File: config.mk
export PLATFORM = sky130hd
export DESIGN_NAME = mem_arbiter_flat
export DESIGN_NICKNAME = d
export VERILOG_FILES = /design/src/rtl/mem_arbiter_if.sv /design/src/rtl/mem_arbiter.sv /design/src/flat_wrapper.sv
export SDC_FILE = /design/constraint.sdc
export NUM_CORES = 1
export LEC_CHECK = 0
export BUFFER_PORTS_ARGS = -buffer_cell sky130_fd_sc_hd__clkbuf_2
export CORE_AREA = 2 2 143 145
export CTS_BUF_LIST = sky130_fd_sc_hd__clkbuf_2
export CTS_CLUSTER_DIAMETER = 200
export DETAILED_ROUTE_END_ITERATION = 8
export DIE_AREA = 0 0 145 147
export PLACE_DENSITY = 0.77
export SKIP_CTS_REPAIR_TIMING = 1
export SLEW_MARGIN = 40
export SYNTH_ARGS = -nofsm -noshare
export SYNTH_HDL_FRONTEND = slang
export SYNTH_SLANG_ARGS = --single-unit
File: constraint.sdc
create_clock -name clk -period 2.6 [get_ports clk]
set_input_delay 0.52 -clock clk [delete_from_list [all_inputs] [get_ports clk]]
set_output_delay 0.52 -clock clk [all_outputs]
set_load 0.01 [all_outputs]
File: src/rtl/mem_arbiter_if.sv
// Bundle between the two cache fill paths, the arbiter and unified main memory.
// The arbiter connects through the slave modport; the requester/memory side uses master.
interface mem_arbiter_if;
   logic        i_re;
   logic [13:0] i_addr;
   logic        i_rdy;
   logic [63:0] i_rdata;
   logic        d_re;
   logic        d_we;
   logic [13:0] d_addr;
   logic [63:0] d_wdata;
   logic        d_rdy;
   logic [63:0] d_rdata;
   logic        mem_re;
   logic        mem_we;
   logic [13:0] mem_addr;
   logic [63:0] mem_wdata;
   logic [63:0] mem_rdata;
   logic        mem_rdy;
   logic        busy;

   modport slave (
      input  i_re, i_addr, d_re, d_we, d_addr, d_wdata, mem_rdata, mem_rdy,
      output i_rdy, i_rdata, d_rdy, d_rdata, mem_re, mem_we, mem_addr, mem_wdata, busy
   );

   modport master (
      output i_re, i_addr, d_re, d_we, d_addr, d_wdata, mem_rdata, mem_rdy,
      input  i_rdy, i_rdata, d_rdy, d_rdata, mem_re, mem_we, mem_addr, mem_wdata, busy
   );
endinterface

File: src/rtl/mem_arbiter.sv
// Arbitrates unified main memory between I-cache fills and D-cache fills/write-backs.
// state   | meaning
// IDLE    | evaluate requests; memory strobes low
// GNT_I   | instruction read in flight, waiting for mem_rdy
// GNT_D   | data read or write-back in flight, waiting for mem_rdy
// DONE    | owner's rdy pulses; requests ignored this cycle
module mem_arbiter #(
   parameter int MAX_D_STREAK = 4
) (
   input logic        clk,
   input logic        rst_n,
   mem_arbiter_if.slave bus
);

   typedef enum logic [1:0] {
      S_IDLE  = 2'd0,
      S_GNT_I = 2'd1,
      S_GNT_D = 2'd2,
      S_DONE  = 2'd3
   } state_t;

   localparam logic [3:0] L_MAX = 4'(MAX_D_STREAK);

   state_t      r_state;
   logic [3:0]  r_streak;
   logic        r_i_rdy;
   logic        r_d_rdy;
   logic [63:0] r_i_rdata;
   logic [63:0] r_d_rdata;
   logic        r_mem_re;
   logic        r_mem_we;
   logic [13:0] r_mem_addr;
   logic [63:0] r_mem_wdata;
   logic        r_busy;

   logic        w_d_req;
   logic        w_grant_d;
   logic        w_grant_i;

   assign w_d_req   = bus.d_re | bus.d_we;
   // Data wins unless the streak limit is reached while an instruction fetch waits.
   assign w_grant_d = w_d_req && ((r_streak < L_MAX) || !bus.i_re);
   assign w_grant_i = !w_grant_d && bus.i_re;

   always_ff @(posedge clk or negedge rst_n) begin
      if (!rst_n) begin
         r_state     <= S_IDLE;
         r_streak    <= 4'd0;
         r_i_rdy     <= 1'b0;
         r_d_rdy     <= 1'b0;
         r_i_rdata   <= 64'd0;
         r_d_rdata   <= 64'd0;
         r_mem_re    <= 1'b0;
         r_mem_we    <= 1'b0;
         r_mem_addr  <= 14'd0;
         r_mem_wdata <= 64'd0;
         r_busy      <= 1'b0;
      end else begin
         r_i_rdy <= 1'b0;
         r_d_rdy <= 1'b0;
         case (r_state)
            S_IDLE: begin
               if (w_grant_d) begin
                  r_state     <= S_GNT_D;
                  r_mem_re    <= ~bus.d_we;
                  r_mem_we    <= bus.d_we;
                  r_mem_addr  <= bus.d_addr;
                  r_mem_wdata <= bus.d_wdata;
                  r_busy      <= 1'b1;
                  if (!bus.i_re)
                     r_streak <= 4'd0;
                  else if (r_streak < L_MAX)
                     r_streak <= r_streak + 4'd1;
               end else if (w_grant_i) begin
                  r_state     <= S_GNT_I;
                  r_mem_re    <= 1'b1;
                  r_mem_we    <= 1'b0;
                  r_mem_addr  <= bus.i_addr;
                  r_mem_wdata <= 64'd0;
                  r_busy      <= 1'b1;
                  r_streak    <= 4'd0;
               end
            end
            S_GNT_I, S_GNT_D: begin
               if (bus.mem_rdy) begin
                  r_state     <= S_DONE;
                  r_mem_re    <= 1'b0;
                  r_mem_we    <= 1'b0;
                  r_mem_addr  <= 14'd0;
                  r_mem_wdata <= 64'd0;
                  if (r_state == S_GNT_D) begin
                     r_d_rdy <= 1'b1;
                     if (r_mem_re)
                        r_d_rdata <= bus.mem_rdata;
                  end else begin
                     r_i_rdy   <= 1'b1;
                     r_i_rdata <= bus.mem_rdata;
                  end
               end
            end
            S_DONE: begin
               r_state <= S_IDLE;
               r_busy  <= 1'b0;
            end
            default: r_state <= S_IDLE;
         endcase
      end
   end

   assign bus.i_rdy     = r_i_rdy;
   assign bus.i_rdata   = r_i_rdata;
   assign bus.d_rdy     = r_d_rdy;
   assign bus.d_rdata   = r_d_rdata;
   assign bus.mem_re    = r_mem_re;
   assign bus.mem_we    = r_mem_we;
   assign bus.mem_addr  = r_mem_addr;
   assign bus.mem_wdata = r_mem_wdata;
   assign bus.busy      = r_busy;

endmodule

File: src/flat_wrapper.sv
// flat-port wrapper written by rule: the top's interface ports become plain ports
module mem_arbiter_flat 
#(
   parameter int MAX_D_STREAK = 4
)
  (clk, rst_n, bus_i_re, bus_i_addr, bus_d_re, bus_d_we, bus_d_addr, bus_d_wdata, bus_mem_rdata, bus_mem_rdy, bus_i_rdy, bus_i_rdata, bus_d_rdy, bus_d_rdata, bus_mem_re, bus_mem_we, bus_mem_addr, bus_mem_wdata, bus_busy);
  mem_arbiter_if bus_i ();
  input logic clk;
  input logic rst_n;
  input wire logic [$bits(bus_i.i_re)-1:0] bus_i_re;
  input wire logic [$bits(bus_i.i_addr)-1:0] bus_i_addr;
  input wire logic [$bits(bus_i.d_re)-1:0] bus_d_re;
  input wire logic [$bits(bus_i.d_we)-1:0] bus_d_we;
  input wire logic [$bits(bus_i.d_addr)-1:0] bus_d_addr;
  input wire logic [$bits(bus_i.d_wdata)-1:0] bus_d_wdata;
  input wire logic [$bits(bus_i.mem_rdata)-1:0] bus_mem_rdata;
  input wire logic [$bits(bus_i.mem_rdy)-1:0] bus_mem_rdy;
  output wire logic [$bits(bus_i.i_rdy)-1:0] bus_i_rdy;
  output wire logic [$bits(bus_i.i_rdata)-1:0] bus_i_rdata;
  output wire logic [$bits(bus_i.d_rdy)-1:0] bus_d_rdy;
  output wire logic [$bits(bus_i.d_rdata)-1:0] bus_d_rdata;
  output wire logic [$bits(bus_i.mem_re)-1:0] bus_mem_re;
  output wire logic [$bits(bus_i.mem_we)-1:0] bus_mem_we;
  output wire logic [$bits(bus_i.mem_addr)-1:0] bus_mem_addr;
  output wire logic [$bits(bus_i.mem_wdata)-1:0] bus_mem_wdata;
  output wire logic [$bits(bus_i.busy)-1:0] bus_busy;
  assign bus_i.i_re = bus_i_re;
  assign bus_i.i_addr = bus_i_addr;
  assign bus_i.d_re = bus_d_re;
  assign bus_i.d_we = bus_d_we;
  assign bus_i.d_addr = bus_d_addr;
  assign bus_i.d_wdata = bus_d_wdata;
  assign bus_i.mem_rdata = bus_mem_rdata;
  assign bus_i.mem_rdy = bus_mem_rdy;
  assign bus_i_rdy = bus_i.i_rdy;
  assign bus_i_rdata = bus_i.i_rdata;
  assign bus_d_rdy = bus_i.d_rdy;
  assign bus_d_rdata = bus_i.d_rdata;
  assign bus_mem_re = bus_i.mem_re;
  assign bus_mem_we = bus_i.mem_we;
  assign bus_mem_addr = bus_i.mem_addr;
  assign bus_mem_wdata = bus_i.mem_wdata;
  assign bus_busy = bus_i.busy;
  mem_arbiter #(.MAX_D_STREAK(MAX_D_STREAK)) u_core (.clk(clk), .rst_n(rst_n), .bus(bus_i));
endmodule
* Word-level counts from Yosys, hierarchy flattened *
Cells that the tools add are included.

cells by class
  reductions and logical operators = 16
  equality and inequality tests = 6
  $add $sub $neg = 1
  magnitude comparators = 1
  bitwise gates (word level) = 3
  mux-type cells = 31

operator list
  kind                   count
  $mux W64               3
  $pmux W64 S2           1
  $mux W14               3
  $pmux W14 S2           1
  $mux W4                4
  $mux W1                12
  $reduce_and A3 Y1      3
  $mux W2                3
  $pmux W1 S2            3
  $pmux W2 S3            1
  $reduce_bool A2 Y1     3
  $add A4 B1 Y4 const B  1
  $eq A2 B2 Y1 const B   2
  $lt A4 B3 Y1 const B   1
  $reduce_and A2 Y1      2
  $reduce_and A4 Y1      1
  $ne A3 B1 Y1 const B   1
  $ne A3 B3 Y1 const B   1
  $eq A2 B1 Y1 const B   1
  $logic_and A1 B1 Y1    2
  $logic_not A1 Y1       2
  $logic_not A2 Y1       1
  $ne A2 B2 Y1 const B   1
  $not A1 Y1             2
  other kinds (3)        3

word-level totals
  bits of input ports = 162
  register bits = 217
  logic and storage cells = 69
  output and inout port bits = 211

* Longest topological paths before layout *
  word-level depth = 8
  depth in mapped cells = 10
  mapped depth without buffers = 5

* Worst setup path before layout *
No wires, ideal clock.

  path type = reg-to-reg
  start point = register u_core.r_state[0]
  end point = register u_core.r_mem_addr[0], in the netlist u_core.bus.mem_addr[0]
  clock period less this slack = 2,127 ps
  library setup time = 126 ps
  slack = 473 ps
  stages on the path, launching flop included = 10
  path buffers = 4
  required time = 2,474 ps
  arrival = 2,001 ps
  cells stage by stage = dfrtp_1 inv_1 ha_1 buf_6 nor2b_1 buf_6 or3_1 buf_2 buf_6 a221o_1

on the way
  cells in the longest elaborated chain, start to end = 4
  elaborated cells on any way between the ends = 9
  classes of those cells = eq/ne: 4; mux: 1; reduce/logical: 4

RTL lines
  element                                                       line               text
  start: declaration                                            mem_arbiter.sv:24  state_t r_state;
  start signal: assignment                                      mem_arbiter.sv:47  r_state <= S_IDLE;
  start signal: assignment                                      mem_arbiter.sv:64  r_state <= S_GNT_D;
  start signal: assignment                                      mem_arbiter.sv:75  r_state <= S_GNT_I;
  $eq A2 B1 Y1 or $eq A2 B2 Y1 (tied branches)                  mem_arbiter.sv:61  case (r_state)
  $reduce_or A2 Y1                                              mem_arbiter.sv:61
  $ne A2 B2 Y1 (no line) or $reduce_bool A2 Y1 (tied branches)  n/a
  $reduce_and A3 Y1 (no line)                                   n/a
  end signal: assignment                                        mem_arbiter.sv:67  r_mem_addr <= bus.d_addr;
  end signal: assignment                                        mem_arbiter.sv:78  r_mem_addr <= bus.i_addr;
  end: declaration                                              mem_arbiter.sv:32  logic [13:0] r_mem_addr;

Parallel ways exist; a longest one is shown, timed or not.
A chain may end at the register's enable or synchronous reset.

* Worst setup path in the final report *
  start point = register u_core.r_state[0]
  end point = register u_core.r_mem_wdata[30], in the netlist u_core.bus.mem_wdata[30]

on the way
  cells in the longest elaborated chain, start to end = 4
  elaborated cells on any way between the ends = 9
  classes of those cells = eq/ne: 4; mux: 1; reduce/logical: 4

RTL lines
  element                                                       line               text
  $eq A2 B1 Y1 or $eq A2 B2 Y1 (tied branches)                  mem_arbiter.sv:61
  $reduce_or A2 Y1                                              mem_arbiter.sv:61
  $ne A2 B2 Y1 (no line) or $reduce_bool A2 Y1 (tied branches)  n/a
  $reduce_and A3 Y1 (no line)                                   n/a
  end signal: assignment                                        mem_arbiter.sv:68  r_mem_wdata <= bus.d_wdata;
  end: declaration                                              mem_arbiter.sv:33  logic [63:0] r_mem_wdata;

Parallel ways exist; a longest one is shown, timed or not.

==> summary.json <==
{
  "synth-async-reset-ratio_pct": 100,
  "initial_core_util_pct": 46.3,
  "netlist_instances": 705,
  "power_report.internal_total_uw": 8770,
  "report.final.slew_viol_count": 0,
  "grt_usage_pct": 22.6,
  "postSynthAreaPerCell_um2": 13.0,
  "postPlaceCellArea_mm2": 0.0113,
  "synth.top_cells.by_area": "dfrtp_1 59%, mux2_2 16%, o31ai_1 10%, inv_1 2.8%, a221o_1 1.4%",
  "grt_pass1_vias": 7507,
  "route.detailed.vias_per_inst": 5.25,
  "fmaxAchievable_mhz": 410,
  "die_area_mm2": 0.0213,
  "largest_net_degree_at_the_start_of_global_routing": 94,
  "remaining_drc_errors": 0,
  "drt_pass1_iterations": 5,
  "final.setup_skew_ns": 0.0330,
  "power_leakage_uw": 0.00692,
  "total_of_flip_flops_plus_latches_after_synthesis": 217,
  "arrival_ns": 3.08,
  "final_core_utilization_pct": 66.0,
  "power.share.clock_pct": 14.1,
  "initialDrtViolationCount": 446,
  "setup_violations": 0,
  "max_cap_viols": 0,
  "numPortBuffers": 372,
  "routed-via-count": 7988,
  "critical_path.reg2reg.startpoint": "u_core.r_state[0]$_DFFE_PN0P_",
  "outcome": "finished clean",
  "unrepaired_setup_endpoints_after_global_routing": "false",
  "clock_tree.htree_level_count": 2,
  "root_buffer": "clkbuf_2",
  "clkTransAtPathRegs_ns": 0.11,
  "cp-end-kind": "flop",
  "cts.sinks": 217,
  "synth_largest_area_cell": "dfrtp_1",
  "synth_nets": 873,
  "post-place-ws_ns": 0.238,
  "coreArea_mm2": 0.0198,
  "globalplace.congestion": 0.816,
  "synth_cell_type_count": 33,
  "sequential_share_of_the_synthesized_area_pct": 59.1,
  "routedWlPerCell_um": 18.4,
  "setup_ws_ns": 0.160,
  "io_pins": 373,
  "clock_path_buffers": 3,
  "finalNetCount": 1385,
  "maximum_fanout_along_the_worst_path": 60,
  "numCtsBuffers": 53,
  "synthToLayoutAreaGrowth_pct": 42.5,
  "drive_above_1_share_pct": 49.2,
  "die_width_um": 145,
  "finalWorstPathRequiredPeriod_ns": 2.44,
  "synthesis_warnings": 0,
  "max-slew-margin-rel_pct": 46.4,
  "post_synth_instance_area_mm2": 0.00919,
  "totalNegativeSetupSlack_ns": 0,
  "holdCritPathClass": "input pin to flop",
  "setup_crit_path_kind": "flop to flop",
  "die-height_um": 147,
  "synth.top_cell.area_share_pct": 59.1,
  "clk-insertion-delay-late_ns": 0.77,
  "p_comb_share_pct": 47.4,
  "global_route_wire_length_before_repair_mm": 39.0,
  "hold_viol_final": 0,
  "finalCritPeriodShare_pct": 93.8,
  "tritoncts": "done",
  "finalInstanceArea_mm2": 0.0131,
  "net-switching-power_uw": 6100,
  "antenna_violations_before_repair": 3,
  "min_from": "bus_i_re",
  "place.detailed.hpwl_mm": 16.9,
  "synth_enable_flop_cells": 0,
  "finalWirelength_mm": 28.0,
  "globalRoute.totalOverflow": 0,
  "tightest_slew_ns": 0.804,
  "vdd_drop_max_uv": 688,
  "fin_worst_hold_slack_ns": 0.0843,
  "switching_share_pct": 41.0,
  "sequentialPowerShare_pct": 38.5,
  "timing.critical_path.from": "u_core.r_state[0]$_DFFE_PN0P_",
  "synthFlopType": "dfrtp_1",
  "placementRows": 52,
  "powerDensity_mw_per_mm2": 1140,
  "launching_element_type_of_the_critical_path": "flop",
  "final_cell_mix": "445 x clkbuf_2, 217 x dfrtp_1, 131 x dlygate4sd3_1",
  "mostFrequentLayoutCell": "clkbuf_2",
  "required_ns": 3.24,
  "route.antenna.remaining_nets": 0
}
==> cell families after synthesis <==
kind of cell	share of synthesized area (%)
mux	15.8
buf+inv	6.03
flops	59.1
simple gates	4.40
compound gates	13.8
fa+ha+maj	0.817
==> per-stage QoR <==
step | std cells | total power [µW]
4_1_cts | 1388 | 14600
2_1_floorplan | 705 | 9950
5_1_grt | 1522 | 15800
3_3_place_gp | 1301 | 12300
3_5_place_dp | 1301 | 12600
6_report | 1522 | 14900
==> worst max-delay path, stage by stage, from the launching register on <==
cell and delay, ns:
dfrtp_1 0.43, inv_1 0.10, ha_1 0.25, nor4b_4 0.16, or3_2 0.70, buf_12 0.30, o31ai_1 0.35
==> layer usage <==
| layer | GRT usage [%] | vias to the layer above | routed length (µm) |
|---|---|---|---|
| met5 | 0 | - | 0 |
| met4 | 9.16 | 0 | 955 |
| met3 | 6.18 | 72 | 2340 |
| met2 | 38.0 | 449 | 14300 |
| met1 | 27.8 | 3851 | 10400 |
| li1 | - | 3616 | - |
==> sequential cells by signal, indices dropped and copies added (netlist names) <==
register / flops
u_core.bus.i_rdy: 1
u_core.r_streak: 4
u_core.bus.mem_wdata: 64
u_core.r_state: 2
u_core.bus.d_rdata: 64
u_core.bus.i_rdata: 64
u_core.bus.d_rdy: 1
u_core.bus.busy: 1
u_core.bus.mem_re: 1
u_core.bus.mem_addr: 14
u_core.bus.mem_we: 1
==> final timing paths <==
kind,endpoint,slack (ns),cells past startpoint
setup / recovery,u_core.bus.mem_wdata[30]$_DFFE_PN0P_,0.16,6
min in group asynchronous,u_core.bus.i_rdata[27]$_DFFE_PN0P_,0.31,2
hold reg to reg,u_core.bus.mem_wdata[32]$_DFFE_PN0P_,0.51,2
hold / removal,u_core.r_streak[2]$_DFFE_PN0P_,0.08,3
max in group asynchronous,u_core.bus.d_rdata[48]$_DFFE_PN0P_,1.58,3
setup reg to reg,u_core.bus.mem_wdata[30]$_DFFE_PN0P_,0.16,6
==> synthesized netlist by cell type, drive strengths merged, types with 3 or more instances <==
library cell,instances
dfrtp,217
nor4b,14
o31ai,133
a221o,13
a21oi,3
nor2,4
o21ai,6
nor4,13
inv,68
mux2,129
buf,31
ha,6
nand2b,13
nand2,6
clkbuf,32
==> layout make-up <==
class | count | area, µm²
diodes | 3 | 7.51
clock buffers | 74 | 370
well taps | 270 | 338
inverters | 68 | 255
fillers | 1418 | 6750
multi-input cells | 357 | 3230
flip-flops and latches | 217 | 5430
clock inverters | 13 | 53.8
repair buffers | 520 | 3400
==> power groups by stage <==
stage	clock [µW]	combinational (µW)	sequential [µW]
4_1_cts	2150	6830	5660
5_1_grt	2360	7590	5880
6_report	2100	7050	5720
3_5_place_dp	0	6840	5720
3_3_place_gp	0	6690	5660
2_1_floorplan	0	3670	6280
Power figures use the tool's default switching activity.
